--- src/rtl/gon_y_collector_pkg.sv ---
// Shared definitions for the GON Y-bus collector.
//   - Default bus field widths and FIFO depth.
//   - FSM state encoding (IDLE=0, RUN=1, DRAIN=2).
//   - Helpers that give the flag-bit position inside ready_tag and enable_value.
package gon_y_collector_pkg;

    localparam int ID_LEN_DEF     = 5;
    localparam int ROW_LEN_DEF    = 4;
    localparam int VALUE_LEN_DEF  = 32;
    localparam int FIFO_DEPTH_DEF = 8;

    typedef enum logic [1:0] {
        ST_IDLE  = 2'd0,
        ST_RUN   = 2'd1,
        ST_DRAIN = 2'd2
    } state_t;

    // ready_tag = {ready, row_tag, col_id}: the ready flag sits above both tag fields.
    function automatic int ready_bit_pos(input int row_len, input int id_len);
        return row_len + id_len;
    endfunction

    // enable_value = {enable, value}: the enable flag sits above the payload.
    function automatic int enable_bit_pos(input int value_len);
        return value_len;
    endfunction

endpackage

--- src/rtl/gon_y_collector_if.sv ---
// Bus bundle seen by the collector.
//   ready_tag    : {ready, row_tag, col_id} sourced by the collector toward the Y bus
//   enable_value : {enable, value} returned by the Y bus
//   out_valid/out_data/out_ready : FIFO head stream toward the GLB write port
// master = collector side, slave = Y bus / GLB side.
interface gon_y_collector_if
    import gon_y_collector_pkg::*;
#(
    parameter int ID_LEN    = ID_LEN_DEF,
    parameter int ROW_LEN   = ROW_LEN_DEF,
    parameter int VALUE_LEN = VALUE_LEN_DEF
);
    logic [ROW_LEN+ID_LEN:0]           ready_tag;
    logic [VALUE_LEN:0]                enable_value;
    logic                              out_valid;
    logic [ROW_LEN+ID_LEN+VALUE_LEN-1:0] out_data;
    logic                              out_ready;

    modport master (
        output ready_tag,
        input  enable_value,
        output out_valid,
        output out_data,
        input  out_ready
    );

    modport slave (
        input  ready_tag,
        output enable_value,
        input  out_valid,
        input  out_data,
        output out_ready
    );
endinterface

--- src/rtl/gon_y_collector_fifo.sv ---
// gon_sync_fifo: synchronous FIFO with a register-array head.
//   clk, rst (sync, active-low) | push, din | pop, dout | full, empty, count
// dout reads 0 while empty so the downstream data bus is clean when nothing is valid.
module gon_sync_fifo
    import gon_y_collector_pkg::*;
#(
    parameter int DEPTH = FIFO_DEPTH_DEF,
    parameter int WIDTH = 8
) (
    input  logic                       clk,
    input  logic                       rst,
    input  logic                       push,
    input  logic [WIDTH-1:0]           din,
    input  logic                       pop,
    output logic [WIDTH-1:0]           dout,
    output logic                       full,
    output logic                       empty,
    output logic [$clog2(DEPTH):0]     count
);
    localparam int AW = $clog2(DEPTH);

    logic [WIDTH-1:0] mem [DEPTH];
    logic [AW-1:0]    wr_ptr;
    logic [AW-1:0]    rd_ptr;
    logic             push_ok;
    logic             pop_ok;

    assign full    = (count == (AW+1)'(DEPTH));
    assign empty   = (count == '0);
    assign push_ok = push && !full;
    assign pop_ok  = pop && !empty;
    assign dout    = empty ? '0 : mem[rd_ptr];

    always_ff @(posedge clk) begin
        if (!rst) begin
            wr_ptr <= '0;
            rd_ptr <= '0;
            count  <= '0;
        end else begin
            if (push_ok) wr_ptr <= wr_ptr + 1'b1;
            if (pop_ok)  rd_ptr <= rd_ptr + 1'b1;
            case ({push_ok, pop_ok})
                2'b10:   count <= count + 1'b1;
                2'b01:   count <= count - 1'b1;
                default: count <= count;
            endcase
        end
    end

    // Storage carries no reset; validity is tracked solely by count.
    always_ff @(posedge clk) begin
        if (push_ok) mem[wr_ptr] <= din;
    end

endmodule

--- src/rtl/gon_y_collector.sv ---
// gon_y_collector: slave-side gather engine for one GON Y bus.
// Walks a (row, col-id) tag window row-major, drives ready_tag, captures each value
// returned on enable_value and queues {row_tag, col_id, value} toward the GLB.
//   clk, rst          : clock, synchronous active-low reset
//   start, cfg_*      : window configuration, latched on start while idle
//   bus (master)      : ready_tag / enable_value / out_valid / out_data / out_ready
//   busy, done        : state != IDLE, one-cycle pulse on DRAIN->IDLE
module gon_y_collector
    import gon_y_collector_pkg::*;
#(
    parameter int ID_LEN     = ID_LEN_DEF,
    parameter int ROW_LEN    = ROW_LEN_DEF,
    parameter int VALUE_LEN  = VALUE_LEN_DEF,
    parameter int FIFO_DEPTH = FIFO_DEPTH_DEF
) (
    input  logic                 clk,
    input  logic                 rst,
    input  logic                 start,
    input  logic [ROW_LEN-1:0]   cfg_row_base,
    input  logic [ROW_LEN:0]     cfg_row_cnt,
    input  logic [ID_LEN-1:0]    cfg_col_base,
    input  logic [ID_LEN:0]      cfg_col_cnt,
    gon_y_collector_if.master    bus,
    output logic                 busy,
    output logic                 done
);
    localparam int READY_POS  = ready_bit_pos(ROW_LEN, ID_LEN);
    localparam int ENABLE_POS = enable_bit_pos(VALUE_LEN);
    localparam int OUT_W      = ROW_LEN + ID_LEN + VALUE_LEN;
    localparam int CW         = $clog2(FIFO_DEPTH) + 1;

    state_t state, state_nxt;
    logic   done_nxt;

    logic [ROW_LEN-1:0] row_base;
    logic [ROW_LEN:0]   row_cnt;
    logic [ID_LEN-1:0]  col_base;
    logic [ID_LEN:0]    col_cnt;
    logic [ROW_LEN:0]   row_idx;
    logic [ID_LEN:0]    col_idx;

    logic [ROW_LEN-1:0] row_tag;
    logic [ID_LEN-1:0]  col_id;
    logic [ROW_LEN:0]   row_last;
    logic [ID_LEN:0]    col_last;
    logic               last_col;
    logic               last_row;
    logic               ready;
    logic               beat;
    logic               pop;

    logic               fifo_full;
    logic               fifo_empty;
    logic [CW-1:0]      fifo_count;
    logic [OUT_W-1:0]   fifo_din;

    // Tags wrap modulo their field width by plain truncated addition.
    assign row_tag  = row_base + row_idx[ROW_LEN-1:0];
    assign col_id   = col_base + col_idx[ID_LEN-1:0];
    assign row_last = row_cnt - {{ROW_LEN{1'b0}}, 1'b1};
    assign col_last = col_cnt - {{ID_LEN{1'b0}}, 1'b1};
    assign last_col = (col_idx == col_last);
    assign last_row = (row_idx == row_last);

    // ready depends only on registered state and the registered FIFO count, so a pop
    // in a full cycle re-opens ready one cycle later and there is no path from enable.
    assign ready = (state == ST_RUN) && !fifo_full;
    assign beat  = ready && bus.enable_value[ENABLE_POS];
    assign pop   = bus.out_ready && bus.out_valid;

    assign bus.ready_tag[READY_POS]     = ready;
    assign bus.ready_tag[READY_POS-1:0] = {row_tag, col_id};
    assign bus.out_valid                = !fifo_empty;

    assign fifo_din = {row_tag, col_id, bus.enable_value[VALUE_LEN-1:0]};
    assign busy     = (state != ST_IDLE);

    gon_sync_fifo #(
        .DEPTH (FIFO_DEPTH),
        .WIDTH (OUT_W)
    ) u_fifo (
        .clk   (clk),
        .rst   (rst),
        .push  (beat),
        .din   (fifo_din),
        .pop   (pop),
        .dout  (bus.out_data),
        .full  (fifo_full),
        .empty (fifo_empty),
        .count (fifo_count)
    );

    always_comb begin
        state_nxt = state;
        done_nxt  = 1'b0;
        case (state)
            ST_IDLE: begin
                if (start) begin
                    // An empty window has nothing to gather: go straight to draining.
                    if (cfg_row_cnt == '0 || cfg_col_cnt == '0) state_nxt = ST_DRAIN;
                    else                                        state_nxt = ST_RUN;
                end
            end
            ST_RUN: begin
                if (beat && last_col && last_row) state_nxt = ST_DRAIN;
            end
            ST_DRAIN: begin
                if (fifo_count == '0) begin
                    state_nxt = ST_IDLE;
                    done_nxt  = 1'b1;
                end
            end
            default: state_nxt = ST_IDLE;
        endcase
    end

    always_ff @(posedge clk) begin
        if (!rst) begin
            state <= ST_IDLE;
            done  <= 1'b0;
        end else begin
            state <= state_nxt;
            done  <= done_nxt;
        end
    end

    // Window configuration is captured only when a start is honoured in IDLE.
    always_ff @(posedge clk) begin
        if (!rst) begin
            row_base <= '0;
            row_cnt  <= '0;
            col_base <= '0;
            col_cnt  <= '0;
            row_idx  <= '0;
            col_idx  <= '0;
        end else if (state == ST_IDLE && start) begin
            row_base <= cfg_row_base;
            row_cnt  <= cfg_row_cnt;
            col_base <= cfg_col_base;
            col_cnt  <= cfg_col_cnt;
            row_idx  <= '0;
            col_idx  <= '0;
        end else if (beat) begin
            if (last_col) begin
                col_idx <= '0;
                row_idx <= row_idx + 1'b1;
            end else begin
                col_idx <= col_idx + 1'b1;
            end
        end
    end

endmodule
--- src/flat_wrapper.sv ---
// flat-port wrapper written by rule: the top's interface ports become plain ports
module gon_y_collector_flat import gon_y_collector_pkg::*;
#(
    parameter int ID_LEN     = ID_LEN_DEF,
    parameter int ROW_LEN    = ROW_LEN_DEF,
    parameter int VALUE_LEN  = VALUE_LEN_DEF,
    parameter int FIFO_DEPTH = FIFO_DEPTH_DEF
)
  (clk, rst, start, cfg_row_base, cfg_row_cnt, cfg_col_base, cfg_col_cnt, busy, done, bus_ready_tag, bus_enable_value, bus_out_valid, bus_out_data, bus_out_ready);
  gon_y_collector_if #(.ID_LEN(ID_LEN), .ROW_LEN(ROW_LEN), .VALUE_LEN(VALUE_LEN)) bus_i ();
  input  logic clk;
  input  logic rst;
  input  logic start;
  input  logic [ROW_LEN-1:0] cfg_row_base;
  input  logic [ROW_LEN:0] cfg_row_cnt;
  input  logic [ID_LEN-1:0] cfg_col_base;
  input  logic [ID_LEN:0] cfg_col_cnt;
  output logic busy;
  output logic done;
  output wire logic [$bits(bus_i.ready_tag)-1:0] bus_ready_tag;
  input wire logic [$bits(bus_i.enable_value)-1:0] bus_enable_value;
  output wire logic [$bits(bus_i.out_valid)-1:0] bus_out_valid;
  output wire logic [$bits(bus_i.out_data)-1:0] bus_out_data;
  input wire logic [$bits(bus_i.out_ready)-1:0] bus_out_ready;
  assign bus_ready_tag = bus_i.ready_tag;
  assign bus_i.enable_value = bus_enable_value;
  assign bus_out_valid = bus_i.out_valid;
  assign bus_out_data = bus_i.out_data;
  assign bus_i.out_ready = bus_out_ready;
  gon_y_collector #(.ID_LEN(ID_LEN), .ROW_LEN(ROW_LEN), .VALUE_LEN(VALUE_LEN), .FIFO_DEPTH(FIFO_DEPTH)) u_core (.clk(clk), .rst(rst), .start(start), .cfg_row_base(cfg_row_base), .cfg_row_cnt(cfg_row_cnt), .cfg_col_base(cfg_col_base), .cfg_col_cnt(cfg_col_cnt), .bus(bus_i), .busy(busy), .done(done));
endmodule
--- config.mk ---
export PLATFORM = sky130hd
export DESIGN_NAME = gon_y_collector_flat
export DESIGN_NICKNAME = d
export VERILOG_FILES = /design/src/rtl/gon_y_collector_pkg.sv /design/src/rtl/gon_y_collector_if.sv /design/src/rtl/gon_y_collector_fifo.sv /design/src/rtl/gon_y_collector.sv /design/src/flat_wrapper.sv
export SDC_FILE = /design/constraint.sdc
export NUM_CORES = 1
export LEC_CHECK = 0
export CAP_MARGIN = 40
export CORE_UTILIZATION = 35
export CTS_CLUSTER_DIAMETER = 80
export DETAILED_ROUTE_END_ITERATION = 10
export PLACE_DENSITY = 0.59
export SYNTH_ARGS = -nofsm -noshare
export SYNTH_HDL_FRONTEND = slang
export SYNTH_SLANG_ARGS = --single-unit
--- constraint.sdc ---
create_clock -name clk -period 20.3 [get_ports clk]
set_clock_uncertainty 0.2 [all_clocks]
set_input_delay 4.06 -clock clk [delete_from_list [all_inputs] [get_ports clk]]
set_output_delay 4.06 -clock clk [all_outputs]
set_load 0.01 [all_outputs]
==> impl_results.md <==
- Run status: complete, no violations
- Total Nets Final: between 1000 and 1500
- Clock root cell: sky130_fd_sc_hd__clkbuf_16
- Chain of cells forming the critical path: buf_4 -> buf_12 -> mux4_2 -> mux2i_1 -> nor2_1 -> clkdlybuf4s50_1
- Fin Hold WS: between 200 and 300 ps
- Fraction of the yosys area taken by sequential cells: ~72%
- Die boundary height: 208.7 um
- CP bufs+invs: 3
- Starting density of the core: about 36%
- Top Layer Used: met5
- Number of slew-limit violations in the final report: 0
- Slowest cell delay on critical path: around 800 ps
- Total inserted antenna cells: 0
- Type of the worst min-delay path: flip-flop to flip-flop
- Slew at the pin closest to its max-slew limit: a little under 800 ps
- Async set or reset register ratio after synthesis: 0%
- Dominant synthesized flop cell: sky130_fd_sc_hd__edfxtp_1
- Total length of routed wires: between 30 and 40 mm
- Fraction of final layout cells sized beyond drive strength 1: between 10% and 20%
- Switch share: roughly 26%
- Critical path's top delay family: buffers and inverters
- Number of distinct library cell variants in the gate-level netlist after synthesis: 50
- Via count of the routed design: between 7000 and 8000
- Wire length on met1: 13.61 mm
- First-pass GRT wire length: between 40 and 50 mm
- Kind of end point of the critical path: primary output
- Quantity of hold-fixing buffers added after cts: 0
- Maximum frequency from static timing analysis: roughly 130 MHz
- Post-route setup TNS: 0 ps
- Power share of the sequential group: a little under half
- Worst slack, placed: approximately 13000 ps
- Highest net fanout along the worst path: 35
- Post-route antenna net violation count: 0
- Count of buffers added by post-CTS timing repair for setup: 0
- Router iterations before antenna repair: 4
- Clk_lat worst skew: 530 ps
- Number of standard cells after synthesis: 828
- Cell internal pwr: between 1000 and 1500 uW
- Maximum clock insertion buffer count: 3
- CTS tree: yes
- All-layer global routing usage: between 10 and 15%
- CP arrival: approximately 3600 ps
- Ranking of synthesized cells by area: sky130_fd_sc_hd__edfxtp_1 (66%), sky130_fd_sc_hd__mux4_2 (12%), sky130_fd_sc_hd__dfxtp_1 (6.3%)
- Maximum vdd drop: 58.12 uV
- Comb power frac: roughly a fifth
- Detail Placement HPWL: between 15 and 20 mm
- Setup slack of the critical path after layout: approximately 12000 ps
- Power density of the placed cells: 107.8 mW/mm2
- Total standard cell area after synthesis: between 0.01 and 0.015 mm2
- Synth Net Count: around 900
- Count of final hold-check violations: 0
- Count of buffers inserted at the top-level ports: 110
- Num CTS Buffers: 39
- Core Region: ~0.042 mm2
- Site row count: between 70 and 80
- Area delta synth->final: 20.18%
- Slew margin rel.: 48.11%
- Die width: around 210 um
- Class of the most critical setup path: flip-flop to primary output
- Cell type contributing the most total cell area after synthesis: sky130_fd_sc_hd__edfxtp_1
- Worst path required time: ~16000 ps
- Initial antenna violation count: 1
- RSZ-0062 raised after global routing: false
- Fill cell total of the finished layout: around 3700
- Via count of the first global-routing pass: 7816
- Period Utilization, post-route: 38.49%
- Die footprint: 0.04357 mm2
- Top Ports: 111
- Maximum number of pins on one net before global-route repair: 47
- Post-CTS clock slew at the launch and capture registers of the worst setup and hold paths: 60 ps
- GRT overflow: 0
- Synth top area share: roughly 66%
- Remaining DRCs: 0
- Number of register bits inferred by synthesis: approximately 380
- Leakage power total: roughly 0.0056 uW
- NetSw: 498.8 uW
- Mean instance size in the synthesized netlist: around 18 um2
- Final setup violation count: 0
- Proportion of power drawn by the clock network: 33.6%
- Number of DRC markers in iteration 0: ~490
- Cell with the largest stage delay on the worst path: sky130_fd_sc_hd__dfxtp_4
- H-tree level count: 2
- Post-CTS sizing: 0
- Warnings, synthesis: 0
- Kind of start point of the critical path: flip-flop
- Detail Route met2 WL: approximately 15 mm
- Max-capacitance violation count: 0
- Routed wire per std cell: about 20 um
- Min cycle time layout: 7814 ps
- Total length of routed met3 wires: about 1.3 mm
- Total number of clock tree sinks: ~380
- Worst reg-to-reg setup slack: roughly 17000 ps
- Count of flip-flops with a built-in enable after synthesis: 328
- Vias per inst: 4.969
- Final estimated routing congestion in global placement: 0.7278
## path summary, 6_finish.rpt
check	cells after the start	startpoint	to
setup / recovery	6	flip-flop	bus_out_data[0]
hold / removal	2	u_core.col_base[3]	u_core.col_base[3]
setup reg to reg	5	u_core.u_fifo.count[0]	u_core.u_fifo.mem[6][17]
hold reg to reg	2	u_core.col_base[3]	u_core.col_base[3]
## cells in the final DEF, fill, tap and decap left out, types with 3 or more instances in the layout
master	instances
sky130_fd_sc_hd__edfxtp_1	328
sky130_fd_sc_hd__clkdlybuf4s50_1	110
sky130_fd_sc_hd__mux4_2	82
sky130_fd_sc_hd__nor2_1	59
sky130_fd_sc_hd__nand2_1	52
sky130_fd_sc_hd__dfxtp_1	44
sky130_fd_sc_hd__mux2i_1	43
sky130_fd_sc_hd__clkbuf_16	39
sky130_fd_sc_hd__a21oi_1	36
sky130_fd_sc_hd__inv_1	19
sky130_fd_sc_hd__buf_4	17
sky130_fd_sc_hd__xnor2_1	16
sky130_fd_sc_hd__ha_1	16
sky130_fd_sc_hd__xor2_1	14
sky130_fd_sc_hd__nor3_1	11
sky130_fd_sc_hd__clkbuf_1	10
sky130_fd_sc_hd__clkinv_1	9
sky130_fd_sc_hd__o21ai_0	5
sky130_fd_sc_hd__nand4_1	5
sky130_fd_sc_hd__a21o_1	4
sky130_fd_sc_hd__nand3_1	4
sky130_fd_sc_hd__clkinv_2	4
sky130_fd_sc_hd__and2_1	3
sky130_fd_sc_hd__nor4b_2	3
sky130_fd_sc_hd__or4_1	3
sky130_fd_sc_hd__o31ai_1	3
sky130_fd_sc_hd__fa_1	3
sky130_fd_sc_hd__dfxtp_4	3
## stage by stage
stage | power [uW] | area [um2] | utilization (%) | instances
2_1_floorplan | 1137 | 14960 | - | 828
3_3_place_gp | 1307 | 16740 | 39.83 | 1452
3_5_place_dp | 1314 | 16830 | 40.02 | 1457
4_1_cts | 1967 | 17980 | 42.76 | 1524
5_1_grt | 2025 | 17980 | 42.76 | 1524
6_report | 1937 | 17980 | 42.76 | 1524
## cells in the mapped netlist, drive strengths merged (2+ instances only)
cell and n:
a21o 4, a21oi 36, and2 3, and3 3, buf 15, clkbuf 25, dfxtp 47, edfxtp 328
fa 3, ha 16, inv 20, mux2i 43, mux4 82, nand2 52, nand2b 2, nand3 4
nand4 5, nor2 61, nor3 13, nor3b 2, nor4 3, nor4b 3, o21ai 5, o31ai 3
or2 2, or3 2, or4 3, xnor2 17, xor2 14
## power by group through the flow
stage | clock network [uW] | registers [uW] | logic (uW)
2_1_floorplan | 0 | 879 | 259
5_1_grt | 696 | 890 | 438
4_1_cts | 668 | 887 | 412
6_report | 651 | 885 | 401
3_5_place_dp | 0 | 903 | 411
3_3_place_gp | 0 | 902 | 405
## worst min-delay path, delay by kind of cell, from the launching register on
kind / cells / cell delay (ps)
flops: 1 / 310
compound gates: 1 / 50
simple gates: 1 / 50
## layout make-up
cell class              count  area [um2]  area share (%)
flip-flops and latches    375       10800           60.09
multi-input cells         393        3979           22.13
repair buffers            130        1296           7.211
clock buffers              49        1013           5.638
well taps                 539       674.4           3.752
clock inverters            18       136.4          0.7587
inverters                  20       75.07          0.4176
## state kept, by name, indices dropped and copies added, names as in the netlist, named ones only
register and count:
u_core.u_fifo.count 4, u_core.col_base 5, u_core.u_fifo.rd_ptr 3, u_core.row_base 4, u_core.done 1, u_core.row_cnt 5
u_core.col_cnt 6, u_core.state 2, u_core.u_fifo.wr_ptr 3, u_core.col_idx 6, u_core.u_fifo.mem 328, u_core.row_idx 5
## layer usage
layer / track usage, % / vias up
li1: - / 3514
met1: 19.48 / 3844
met2: 23.61 / 167
met3: 2.495 / 46
met4: 3.905 / 2
met5: 0 / -
## kinds of logic (layout without fill, tap and decap cells)
kind of cell / Yosys count / in the layout / share of synthesized area (%)
AO/OA/AOI/OAI: 58 / 58 / 2.493
XOR/XNOR: 31 / 31 / 1.865
adder cells (fa/ha/maj): 19 / 19 / 1.740
buffers and inverters: 60 / 217 / 1.631
flip-flops: 375 / 375 / 72.14
multiplexers: 125 / 125 / 15.22
AND/OR/NAND/NOR: 160 / 160 / 4.910
Note: power is estimated with default switching activity, not from simulation.
